### src/rtl/int_to_recfn_arbiter.sv
// Round-robin front end that shares one INToRecFN converter between NREQ requesters.
// S1 registers the selected operand for the converter, S2 registers the converter result.
module int_to_recfn_arbiter #(
   parameter int NREQ  = 2,
   parameter int TAG_W = 8
) (
   input  logic                      clock,
   input  logic                      reset,
   input  logic                      flush,
   input  logic [2:0]                frm,
   input  logic [NREQ-1:0]           req_valid,
   output logic [NREQ-1:0]           req_ready,
   input  logic [NREQ-1:0]           req_signed,
   input  logic [NREQ*64-1:0]        req_data,
   input  logic [NREQ*3-1:0]         req_rm,
   input  logic [NREQ*TAG_W-1:0]     req_tag,
   output logic                      conv_signedIn,
   output logic [63:0]               conv_in,
   output logic [2:0]                conv_roundingMode,
   input  logic [64:0]               conv_out,
   input  logic [4:0]                conv_exc,
   output logic                      resp_valid,
   input  logic                      resp_ready,
   output logic [64:0]               resp_data,
   output logic [4:0]                resp_exc,
   output logic [TAG_W-1:0]          resp_tag,
   output logic [$clog2(NREQ)-1:0]   resp_src
);

   localparam int SRC_W = $clog2(NREQ);
   localparam int unsigned NREQ_U = NREQ;

   logic [SRC_W-1:0] rr_ptr_q, rr_ptr_d;
   logic [SRC_W-1:0] grant;
   logic             found;
   int unsigned      idx;
   int unsigned      g;

   logic             s1_v_q, s1_v_d;
   logic             s1_signed_q, s1_signed_d;
   logic [63:0]      s1_data_q, s1_data_d;
   logic [2:0]       s1_rm_q, s1_rm_d;
   logic [TAG_W-1:0] s1_tag_q, s1_tag_d;
   logic [SRC_W-1:0] s1_src_q, s1_src_d;

   logic             s2_v_q, s2_v_d;
   logic [64:0]      s2_data_q, s2_data_d;
   logic [4:0]       s2_exc_q, s2_exc_d;
   logic [TAG_W-1:0] s2_tag_q, s2_tag_d;
   logic [SRC_W-1:0] s2_src_q, s2_src_d;

   logic             s2_adv, s1_free, accept, resp_fire;
   logic [2:0]       sel_rm;

   assign s2_adv    = s1_v_q & (~s2_v_q | resp_ready);
   assign s1_free   = ~s1_v_q | s2_adv;
   assign resp_fire = s2_v_q & resp_ready;

   // With no request pending the grant rests on rr_ptr, so req_ready still
   // reflects pipeline space without depending on any req_valid bit.
   always_comb begin
      grant = rr_ptr_q;
      found = 1'b0;
      idx   = 0;
      for (int unsigned k = NREQ_U; k > 0; k--) begin
         idx = (32'(rr_ptr_q) + k - 1) % NREQ_U;
         if (req_valid[idx]) begin
            grant = SRC_W'(idx);
            found = 1'b1;
         end
      end
      g         = 32'(grant);
      req_ready = '0;
      req_ready[grant] = s1_free & ~flush & reset;
      accept    = found & req_valid[grant] & req_ready[grant];
   end

   always_comb begin
      sel_rm   = req_rm[g*3 +: 3];
      rr_ptr_d = accept ? SRC_W'((g + 1) % NREQ_U) : rr_ptr_q;

      s1_v_d      = s1_v_q;
      s1_signed_d = s1_signed_q;
      s1_data_d   = s1_data_q;
      s1_rm_d     = s1_rm_q;
      s1_tag_d    = s1_tag_q;
      s1_src_d    = s1_src_q;
      if (accept) begin
         s1_v_d      = 1'b1;
         s1_signed_d = req_signed[grant];
         s1_data_d   = req_data[g*64 +: 64];
         s1_rm_d     = (sel_rm == 3'b111) ? frm : sel_rm;
         s1_tag_d    = req_tag[g*TAG_W +: TAG_W];
         s1_src_d    = grant;
      end else if (s2_adv) begin
         s1_v_d = 1'b0;
      end

      s2_v_d    = s2_v_q;
      s2_data_d = s2_data_q;
      s2_exc_d  = s2_exc_q;
      s2_tag_d  = s2_tag_q;
      s2_src_d  = s2_src_q;
      if (s2_adv) begin
         s2_v_d    = 1'b1;
         s2_data_d = conv_out;
         s2_exc_d  = conv_exc;
         s2_tag_d  = s1_tag_q;
         s2_src_d  = s1_src_q;
      end else if (resp_fire) begin
         s2_v_d = 1'b0;
      end

      if (flush) begin
         s1_v_d = 1'b0;
         s2_v_d = 1'b0;
      end
   end

   always_ff @(posedge clock) begin
      if (!reset) begin
         rr_ptr_q    <= '0;
         s1_v_q      <= 1'b0;
         s1_signed_q <= 1'b0;
         s1_data_q   <= '0;
         s1_rm_q     <= '0;
         s1_tag_q    <= '0;
         s1_src_q    <= '0;
         s2_v_q      <= 1'b0;
         s2_data_q   <= '0;
         s2_exc_q    <= '0;
         s2_tag_q    <= '0;
         s2_src_q    <= '0;
      end else begin
         rr_ptr_q    <= rr_ptr_d;
         s1_v_q      <= s1_v_d;
         s1_signed_q <= s1_signed_d;
         s1_data_q   <= s1_data_d;
         s1_rm_q     <= s1_rm_d;
         s1_tag_q    <= s1_tag_d;
         s1_src_q    <= s1_src_d;
         s2_v_q      <= s2_v_d;
         s2_data_q   <= s2_data_d;
         s2_exc_q    <= s2_exc_d;
         s2_tag_q    <= s2_tag_d;
         s2_src_q    <= s2_src_d;
      end
   end

   assign conv_signedIn     = s1_signed_q;
   assign conv_in           = s1_data_q;
   assign conv_roundingMode = s1_rm_q;

   assign resp_valid = s2_v_q;
   assign resp_data  = s2_data_q;
   assign resp_exc   = s2_exc_q;
   assign resp_tag   = s2_tag_q;
   assign resp_src   = s2_src_q;

endmodule

### config.mk
export PLATFORM = sky130hd
export DESIGN_NAME = int_to_recfn_arbiter
export DESIGN_NICKNAME = d
export VERILOG_FILES = /design/src/rtl/int_to_recfn_arbiter.sv
export SDC_FILE = /design/constraint.sdc
export NUM_CORES = 1
export LEC_CHECK = 0
export ABC_CLOCK_PERIOD_IN_PS = 2200
export CAP_MARGIN = 20
export CELL_PAD_IN_SITES_DETAIL_PLACEMENT = 1
export CELL_PAD_IN_SITES_GLOBAL_PLACEMENT = 1
export CORE_MARGIN = 1
export CORE_UTILIZATION = 25
export CTS_CLUSTER_DIAMETER = 80
export CTS_CLUSTER_SIZE = 16
export DETAILED_ROUTE_END_ITERATION = 6
export GPL_ROUTABILITY_DRIVEN = 0
export GPL_TIMING_DRIVEN = 0
export MAX_ROUTING_LAYER = met4
export PLACE_DENSITY_LB_ADDON = 0.1
export SLEW_MARGIN = 20
export SYNTH_ARGS = -nofsm -noshare
export SYNTH_HDL_FRONTEND = slang
export SYNTH_SLANG_ARGS = --single-unit
### constraint.sdc
create_clock -name clock -period 2.2 [get_ports clock]
set_clock_uncertainty 0.2 [all_clocks]
set_input_delay 0.55 -clock clock [delete_from_list [all_inputs] [get_ports clock]]
set_output_delay 0.55 -clock clock [all_outputs]
set_load 0.05 [all_outputs]
-- Word-level counts from Yosys, hierarchy flattened
Index checks and enable logic that the tools add are counted.
- input port bits: 231
- register bits after elaboration: 159
- output and inout port bits: 150
- logic and storage cells: 64
- shift operators: 3
- eq/ne operators: 1
- bitwise logic cells: 13
- $mul: 1
- $lt $le $gt $ge: 4
- mux-type cells: 21
- reduce and logical (&&, ||, !) cells: 4
- add/sub/neg operators: 5
- operator list (operator ; count):
    128-bit by 8-bit indexed part select with 64-bit output ; 1
    1-bit 2-to-1 mux ; 19
    16-bit by 5-bit indexed part select with 8-bit output ; 1
    1-bit bitwise AND ; 6
    1-bit by 2-bit less-than comparator with 1-bit output, second input constant ; 3
    6-bit by 4-bit indexed part select with 3-bit output ; 1
    1-bit NOT ; 4
    2-bit nonzero test ; 2
    1-bit adder, second input constant ; 3
    3-bit equality test, second input constant ; 1
    1-bit by 2-bit multiplier with 3-bit output, second input constant ; 1
    3-bit 2-to-1 mux ; 1
    2-bit bitwise AND ; 1
    1-bit bitwise OR ; 2
    2-bit OR reduction ; 1
    1-bit subtractor, second input constant ; 2
    1-bit demux with 1-bit select ; 1
    1-bit >= comparator, second input constant ; 1
    1-bit logical AND ; 1

-- Longest topological paths before layout
Gate-level depths: netlist of run 1.
- word-level depth: 15
- depth in mapped cells: 8
- mapped depth without buffers: 4

-- Worst setup path before layout of run 1
OpenSTA, ideal clock, no wires.
- kind: input port to output port
- start: in req_valid[1]
- end: out req_ready[0]
- path slack: -439 ps
- data arrival time: 1889 ps
- stages: 5
- path buffers: 2
- cells stage by stage: nand2b_1 a21o_1 buf_2 buf_2 nor2_1
- longest elaborated chain between the ends: 9
- elaborated cells between the ends (all ways): 12
- those cells by class: order compare: 2; mux: 8; bitwise: 1; reduce/logical: 1
- ends and longest elaborated chain (what ; line ; RTL):
    start: declaration ; 11 ; input logic [NREQ-1:0] req_valid,
    1-bit 2-to-1 mux (not written as such) (2 in series) ; 67 ; if (req_valid[idx]) begin
    1-bit 2-to-1 mux ; 67 ;
    1-bit 2-to-1 mux (*) ; 67 ;
    1-bit by 2-bit less-than comparator with 1-bit output (not written as such) or 1-bit >= comparator (tied branches) ; 74 ; req_ready[grant] = s1_free & ~flush & reset;
    1-bit logical AND (not written as such) ; 74 ;
    1-bit 2-to-1 mux (not written as such) ; 74 ;
    1-bit demux with 1-bit select (*) ; 74 ;
    2-bit bitwise AND (no source line) (*) ; - ;
    end: declaration ; 12 ; output logic [NREQ-1:0] req_ready,
Every way passes the cells marked *; elsewhere a longest branch is shown, timed or not. The select of a mux whose other input is x is not followed.

-- Worst setup path after layout of run 1
- start: reg s1_v_q
- end: out req_ready[0]
- longest elaborated chain between the ends: 5
- elaborated cells between the ends (all ways): 6
- those cells by class: bitwise: 6
- ends and longest elaborated chain (what ; line ; RTL):
    start: declaration ; 39 ; logic s1_v_q, s1_v_d;
    start signal: assignment ; 136 ; s1_v_q <= s1_v_d;
    1-bit bitwise AND or 1-bit NOT (tied branches) ; 55, 56 ;
    1-bit bitwise OR (*) ; 56 ; assign s1_free = ~s1_v_q | s2_adv;
    1-bit bitwise AND (*) (2 in series) ; 74 ;
    2-bit bitwise AND (no source line) (*) ; - ;
Every way passes the cells marked *; elsewhere a longest branch is shown, timed or not.

==> results.md, run 1 <==
* Status: complete, but fails checks
* Failing checks: setup timing
* Clk_lat worst skew at 420 ps
* Number of vias in the routed layout at 7,173
* RSZ-0062 raised after global routing: true
* Worst R2R Start: s1_v_q
* H-tree Lvls at 4
* Worst Setup End Kind: primary output
* Mapped Area at 6180 sq um
* Sequential fraction of the synthesis area at 51.5%
* Startpoint Class: flip-flop
* Routed wire per std cell at 17.3 um
* Cell count after synthesis at 813
* Synth top area share at 51.5%
* Dominant cell type by area after synthesis: dfxtp_1
* Worst reg2reg setup slack at 90 ps
* Finished Layout Cells at 1,550
* Max_cap viols at 0
* Maximum VDD drop at 0.000366 V
* DP Area at 10,400 sq um
* Most common library cells after synthesis: nand2_1, dfxtp_1, a21oi_1, a31oi_1, nand3_1
* Sw Share at 29.5%
* Worst endpoint data arrival time at 1510 ps
* Total track usage at 21.9%
* Worst Hold Launch: req_valid[1]
* Die ar. at 25,400 sq um
* Final core area utilization at 45.1%
* Clock share of power at 39.7%
* 1st-iter DRT viols at 266
* Die Y at 159 um
* Clock buffer depth at 2
* WHS at 189 ps
* CTS Buf Count at 17
* Vias in the first global route at 7,517
* Net count, final at 1,442
* Mean Syn Cell Area at 7.60 sq um
* Most numerous cell in the Yosys netlist: nand2_1
* Post-DP HPWL at 20,600 um
* Tmin final at 2260 ps
* Worst Hold Depth at 2
* Worst Path Required at 1450 ps
* Internal cell power at 5.36 mW
* Achievable Freq at 0.442 GHz
* Initial antenna violation count at 3
* Main area contributors after synthesis: dfxtp_1, nand2_1, a31oi_1, a21oi_1, nand3_1
* Dpl ws at -1370 ps
* Fin. max-slew vios at 0
* DRC at 0
* Slew @ Worst Pin at 616 ps
* Post-synth EDFFs at 0
* Ratio of cells with drive above 1 in the final layout at 7.20%
* Hold WC Path Type: in -> reg
* Worst R2R End: s1_tag_q[6]
* Initial Util at 25.5%
* Cts hold-fix bufs at 0
* Async SR Flop Fraction at 0%
* Post-synth top flop: dfxtp_1
* Endpoints failing setup at 2
* Netlist cell types at 29
* Synth Register Bits at 159
* Largest net degree at the start of global routing at 20
* I/O Pins at 381
* Psw at 2.24 mW
* First-pass GRT wire length at 41,500 um
* Number of buffers added on ports at 380
* Rel. slew slack at 59.1%
* Row count at 57
* Final hold violations at 0
* Crit path max fanout at 3
* Horiz. Die Dim at 159 um
* Sink Count at 159
* Routed vias/inst at 4.63
* Root Driver: clkbuf_16
* GRT overflow at 0
* Design Area, Final at 10,900 sq um
* P&R area growth vs syn at 77.1%
* Reg2reg path depth at 8
* Yosys warnings at 0
* Hold worst-path end: rr_ptr_q
* Register share of total power at 40.4%
* Pre-Repair DR Iteration Count at 4
* Leakage dissipation at 4.49 nW
* Inst Count DP at 1,517
* TritonCTS clock tree: yes
* Power per cell area at 694 nW/um^2
* Net Count, Synth at 1,044
* Combinational power share at 19.9%
* WL final at 26,800 um
* Antenna-violating nets left at 0
* Core area at 24,200 sq um
* Tcrit/Tclk final at 103%
* Crit Path Category: reg -> out
* CTS clk-pin slew, worst paths at 60 ps
* Slack of the critical path at -61.7 ps
-- critical path, stage by stage (launching register included) --
cell and delay [ps]:
dfxtp_2 320, and3b_2 230, or2_4 280, nor2_4 120
buf_8 150
-- how the worst max path moves through the flow --
stage	slack, ps	cells past startpoint	startpoint	endpoint
2_1_floorplan	1	5	req_valid[1]	req_ready[0]
3_3_place_gp	-1320	7	req_valid[1]	req_ready[0]
3_5_place_dp	-1370	7	req_valid[1]	req_ready[0]
4_1_cts	-110	5	rr_ptr_q	req_ready[0]
5_1_grt	-110	4	s1_v_q	req_ready[0]
6_report	-60	4	s1_v_q	req_ready[0]
-- placed cells by master (no fill, tap or decap), types with 2 or more instances in the layout --
master	count
nand3_1	74
dlygate4sd2_1	149
clkdlybuf4s50_1	225
buf_2	17
clkinv_4	2
dfxtp_1	156
dfxtp_2	2
inv_6	4
nand2b_4	2
buf_4	9
clkbuf_4	4
o31ai_1	3
nor2_4	2
inv_1	6
a211oi_1	2
mux2i_1	2
buf_6	2
clkbuf_1	33
clkinvlp_4	4
clkbuf_2	3
diode_2	3
clkbuf_16	17
nand2_1	309
a31oi_1	75
nor2_1	7
buf_8	2
bufinv_16	2
a21oi_1	82
mux2_2	2
o2bb2ai_1	2
-- layout make-up --
class / instances / area, sq um
clock buffers: 18 / 439
well taps: 324 / 405
multi-input cells: 578 / 2740
plain buffers: 61 / 294
diodes: 3 / 7.51
clock inverters: 13 / 154
flip-flops and latches: 159 / 3190
inverters: 7 / 26.3
fillers: 3017 / 13300
repair buffers: 387 / 3690
-- registers in the layout, indices dropped and copies added, names as in the netlist, 3 cells and up --
signal and cells:
resp_tag 8, conv_roundingMode 3, resp_exc 5, conv_in 64, s1_tag_q 8, resp_data 65
-- cell families (layout without fill, tap and decap cells) --
kind of cell	count (synthesis)	count (layout)	share of synthesized area [%]
DFF	159	159	51.5
muxes	4	4	0.688
and+or+nand+nor	403	403	26.4
AOI/OAI and AO/OA	171	171	16.1
other	0	3	0
buffers and inverters	76	486	5.28
-- routing by layer --
metal  GRT usage [%]  up-vias  share of wire [%]
li1                -     3541                  -
met1            24.3     3386                 42
met2            38.6      223                 51
met3            6.10       23                6.0
met4            5.20        0                1.2
met5               -        -                  0
-- power by group through the flow --
stage | clock, mW | sequential [mW] | combinational [mW]
after floorplan | 0 | 3.54 | 0.364
after global placement | 0 | 3.14 | 1.58
after detailed placement | 0 | 3.14 | 1.59
after CTS | 3.12 | 3.07 | 1.52
after global routing | 3.22 | 3.09 | 1.62
final | 3.01 | 3.07 | 1.51
-- per-stage QoR --
stage	power, mW	setup TNS, ps
6_report	7.59	-98.6
5_1_grt	7.92	-197
4_1_cts	7.71	-197
3_5_place_dp	4.72	-107730
3_3_place_gp	4.72	-107180
2_1_floorplan	3.91	0
-- what timing repair did --
| item | in CTS | in global routing |
|---|---|---|
| cloned | 0 | 1 |
| gates resized for setup | 192 | 20 |
| setup buffers | 4 | 2 |
| hold endpoints to repair | 0 | 0 |
| pin swaps | 3 | 4 |
| setup endpoints to repair | 297 | 137 |
(Power assumes the default switching activity.)
==> run 2: changes to the inputs <==
--- a/config.mk
+++ b/config.mk
@@ -15,7 +15,7 @@
 export CTS_CLUSTER_SIZE = 16
 export DETAILED_ROUTE_END_ITERATION = 6
 export GPL_ROUTABILITY_DRIVEN = 0
-export GPL_TIMING_DRIVEN = 0
+export GPL_TIMING_DRIVEN = 1
 export MAX_ROUTING_LAYER = met4
 export PLACE_DENSITY_LB_ADDON = 0.1
 export SLEW_MARGIN = 20
==> run 2 against run 1 <==
Against the previous run: the run still ends with setup timing left; global-route usage down 1.0 points; sequential power hardly changed; die area unchanged; non-clock buffer count fell by 14; sequential cell count unchanged; core utilization rose by 0.22 points; worst hold slack gained 62 ps; register-to-register slack improved by 80 ps; total power increased by 2.0%; count of clock-buffer cells in the layout unchanged; clock power up 2%; setup slack gained 42 ps; critical path type unchanged; largest power group unchanged.
==> results.md, run 2 (synthesis results as in run 1) <==
* Core area at 24,200 sq um (unchanged)
* P&R area growth vs syn at 78.0%
* Leakage dissipation at 4.26 nW (-5.2%)
* Worst reg2reg setup slack at 170 ps (+80 ps)
* Routed vias/inst at 4.58 (-1.0%)
* Startpoint Class: flip-flop
* Cts hold-fix bufs at 0 (unchanged)
* Row count at 57 (unchanged)
* Net count, final at 1,428 (-0.97%)
* Power per cell area at 704 nW/um^2 (+1.5%)
* Leading cell type in the layout, fill and taps excluded: nand2_1
* Failing checks: setup timing
* Status: complete, but fails checks
* Final hold violations at 0 (unchanged)
* Initial Util at 25.5% (unchanged)
* Initial antenna violation count at 0 (-3)
* Worst Hold Launch: s1_src_q
* Tcrit/Tclk final at 101% (-1.9 points)
* Total track usage at 20.8% (-1.0 points)
* First-pass GRT wire length at 39,800 um (-4.0%)
* Gr busiest metal: met2
* Max reg flops at 65 (unchanged)
* Worst Hold Depth at 2 (unchanged)
* Max_cap viols at 0 (unchanged)
* Die Y at 159 um (unchanged)
* M3 GR Usage at 5.99% (-0.10 points)
* Sink Count at 159 (unchanged)
* WHS at 251 ps (+62.5 ps)
* Worst Path Required at 1450 ps (about the same)
* CTS Buf Count at 17 (unchanged)
* Largest net degree at the start of global routing at 61 (+200%)
* CTS clk-pin slew, worst paths at 70 ps (about the same)
* Number of vias in the routed layout at 7,029 (-2.0%)
* Tmin final at 2220 ps (-41.8 ps)
* Crit path max fanout at 3 (unchanged)
* Met2 Use GR at 36.2% (-2.4 points)
* Ratio of cells with drive above 1 in the final layout at 20.9% (+14 points)
* Worst R2R Start: resp_valid
* Endpoints failing setup at 2 (unchanged)
* Vias in the first global route at 7,305 (-2.8%)
* Slew @ Worst Pin at 501 ps (-115 ps)
* Clk_lat worst skew at 420 ps (about the same)
* Pre-Repair DR Iteration Count at 4 (unchanged)
* Horiz. Die Dim at 159 um (unchanged)
* Crit Path Category: reg -> out
* Hold WC Path Type: reg -> reg
* Most used cells in the layout excluding fill and tap cells: nand2_1, clkdlybuf4s50_1, buf_4, dfxtp_1, a21oi_1
* Number of buffers added on ports at 380 (unchanged)
* TritonCTS clock tree: yes
* Met1 global-route usage at 23.1% (-1.1 points)
* Clock buffer depth at 2 (unchanged)
* DRC at 0 (unchanged)
* GRT overflow at 0 (unchanged)
* Die ar. at 25,400 sq um (unchanged)
* I/O Pins at 381 (unchanged)
* Antenna-violating nets left at 0 (unchanged)
* Hold worst-path end: resp_src
* H-tree Lvls at 4 (unchanged)
* Post-DP HPWL at 19,300 um (-6.3%)
* Worst endpoint data arrival time at 1470 ps (-40 ps)
* Worst R2R End: conv_in[40]
* Slack of the critical path at -19.8 ps (+41.8 ps)
* RSZ-0062 raised after global routing: true
* Worst Setup End Kind: primary output
* Reg2reg path depth at 8 (unchanged)
* Achievable Freq at 0.450 GHz (+1.9%)
* Fin. max-slew vios at 0 (unchanged)
* Rel. slew slack at 66.7% (+7.6 points)
* WL final at 25,800 um (-3.7%)
* Root Driver: clkbuf_16
* 1st-iter DRT viols at 256 (-3.8%)
* Maximum VDD drop at 0.000359 V (-2.0%)
* Routed wire per std cell at 16.8 um (-2.8%)
* Inst Count DP at 1,499 (-1.2%)
* Finished Layout Cells at 1,535 (-0.97%)
run 2: worst max path at each step:
stage,end,startpoint,slack [ps],cells past startpoint
after detailed placement,conv_in[40],resp_ready,-440,8
final,req_ready[0],resp_valid,-20,4
after CTS,req_ready[0],resp_valid,-50,4
after floorplan,req_ready[0],req_valid[1],1,5
after global placement,conv_in[40],resp_ready,-370,8
after global routing,req_ready[0],resp_valid,-60,4
run 2: per-layer routing:
layer	routed length [um]	vias up
li1	-	3503
met1	10600	3245
met2	13000	259
met3	1790	22
met4	370	0
met5	0	-
run 2: worst max-delay path: stages, from the launching register on:
cell,delay (ps)
dfxtp_2,330
and3b_2,210
or2_4,260
nor2_4,100
buf_12,140
run 2: metrics by stage:
stage | total power [mW] | utilization [%] | area, sq um | worst slack [ps] | setup TNS, ps
2_1_floorplan | 3.91 | - | 6210 | 1.41 | 0
3_3_place_gp | 4.74 | 42.7 | 10300 | -365 | -27110
3_5_place_dp | 4.75 | 42.7 | 10300 | -435 | -29550
4_1_cts | 7.88 | 45.3 | 11000 | -48.6 | -95.4
5_1_grt | 8.09 | 45.4 | 11000 | -64.4 | -124
6_report | 7.74 | 45.4 | 11000 | -19.8 | -38.3
run 2: power by group:
part	switching [mW]	internal (mW)	total (mW)
Sequential	0.0701	3.01	3.08
Clock	1.35	1.72	3.07
Combinational	0.882	0.720	1.60
Total	2.30	5.44	7.74
run 2: what timing repair did:
action	CTS	global route
pin swaps	3	0
setup endpoints to repair	5	2
resized for setup	19	1
setup buffers	2	1
run 2: final cells by class:
class                      count  area, sq um
timing repair buffer         434         4040
tap                          324          405
clock buffer                  18          429
multi-input combinational    578         2750
clock inverter                14          168
fill                        2940        13200
sequential                   159         3190
antenna                        1         2.50
inverter                       7         28.8
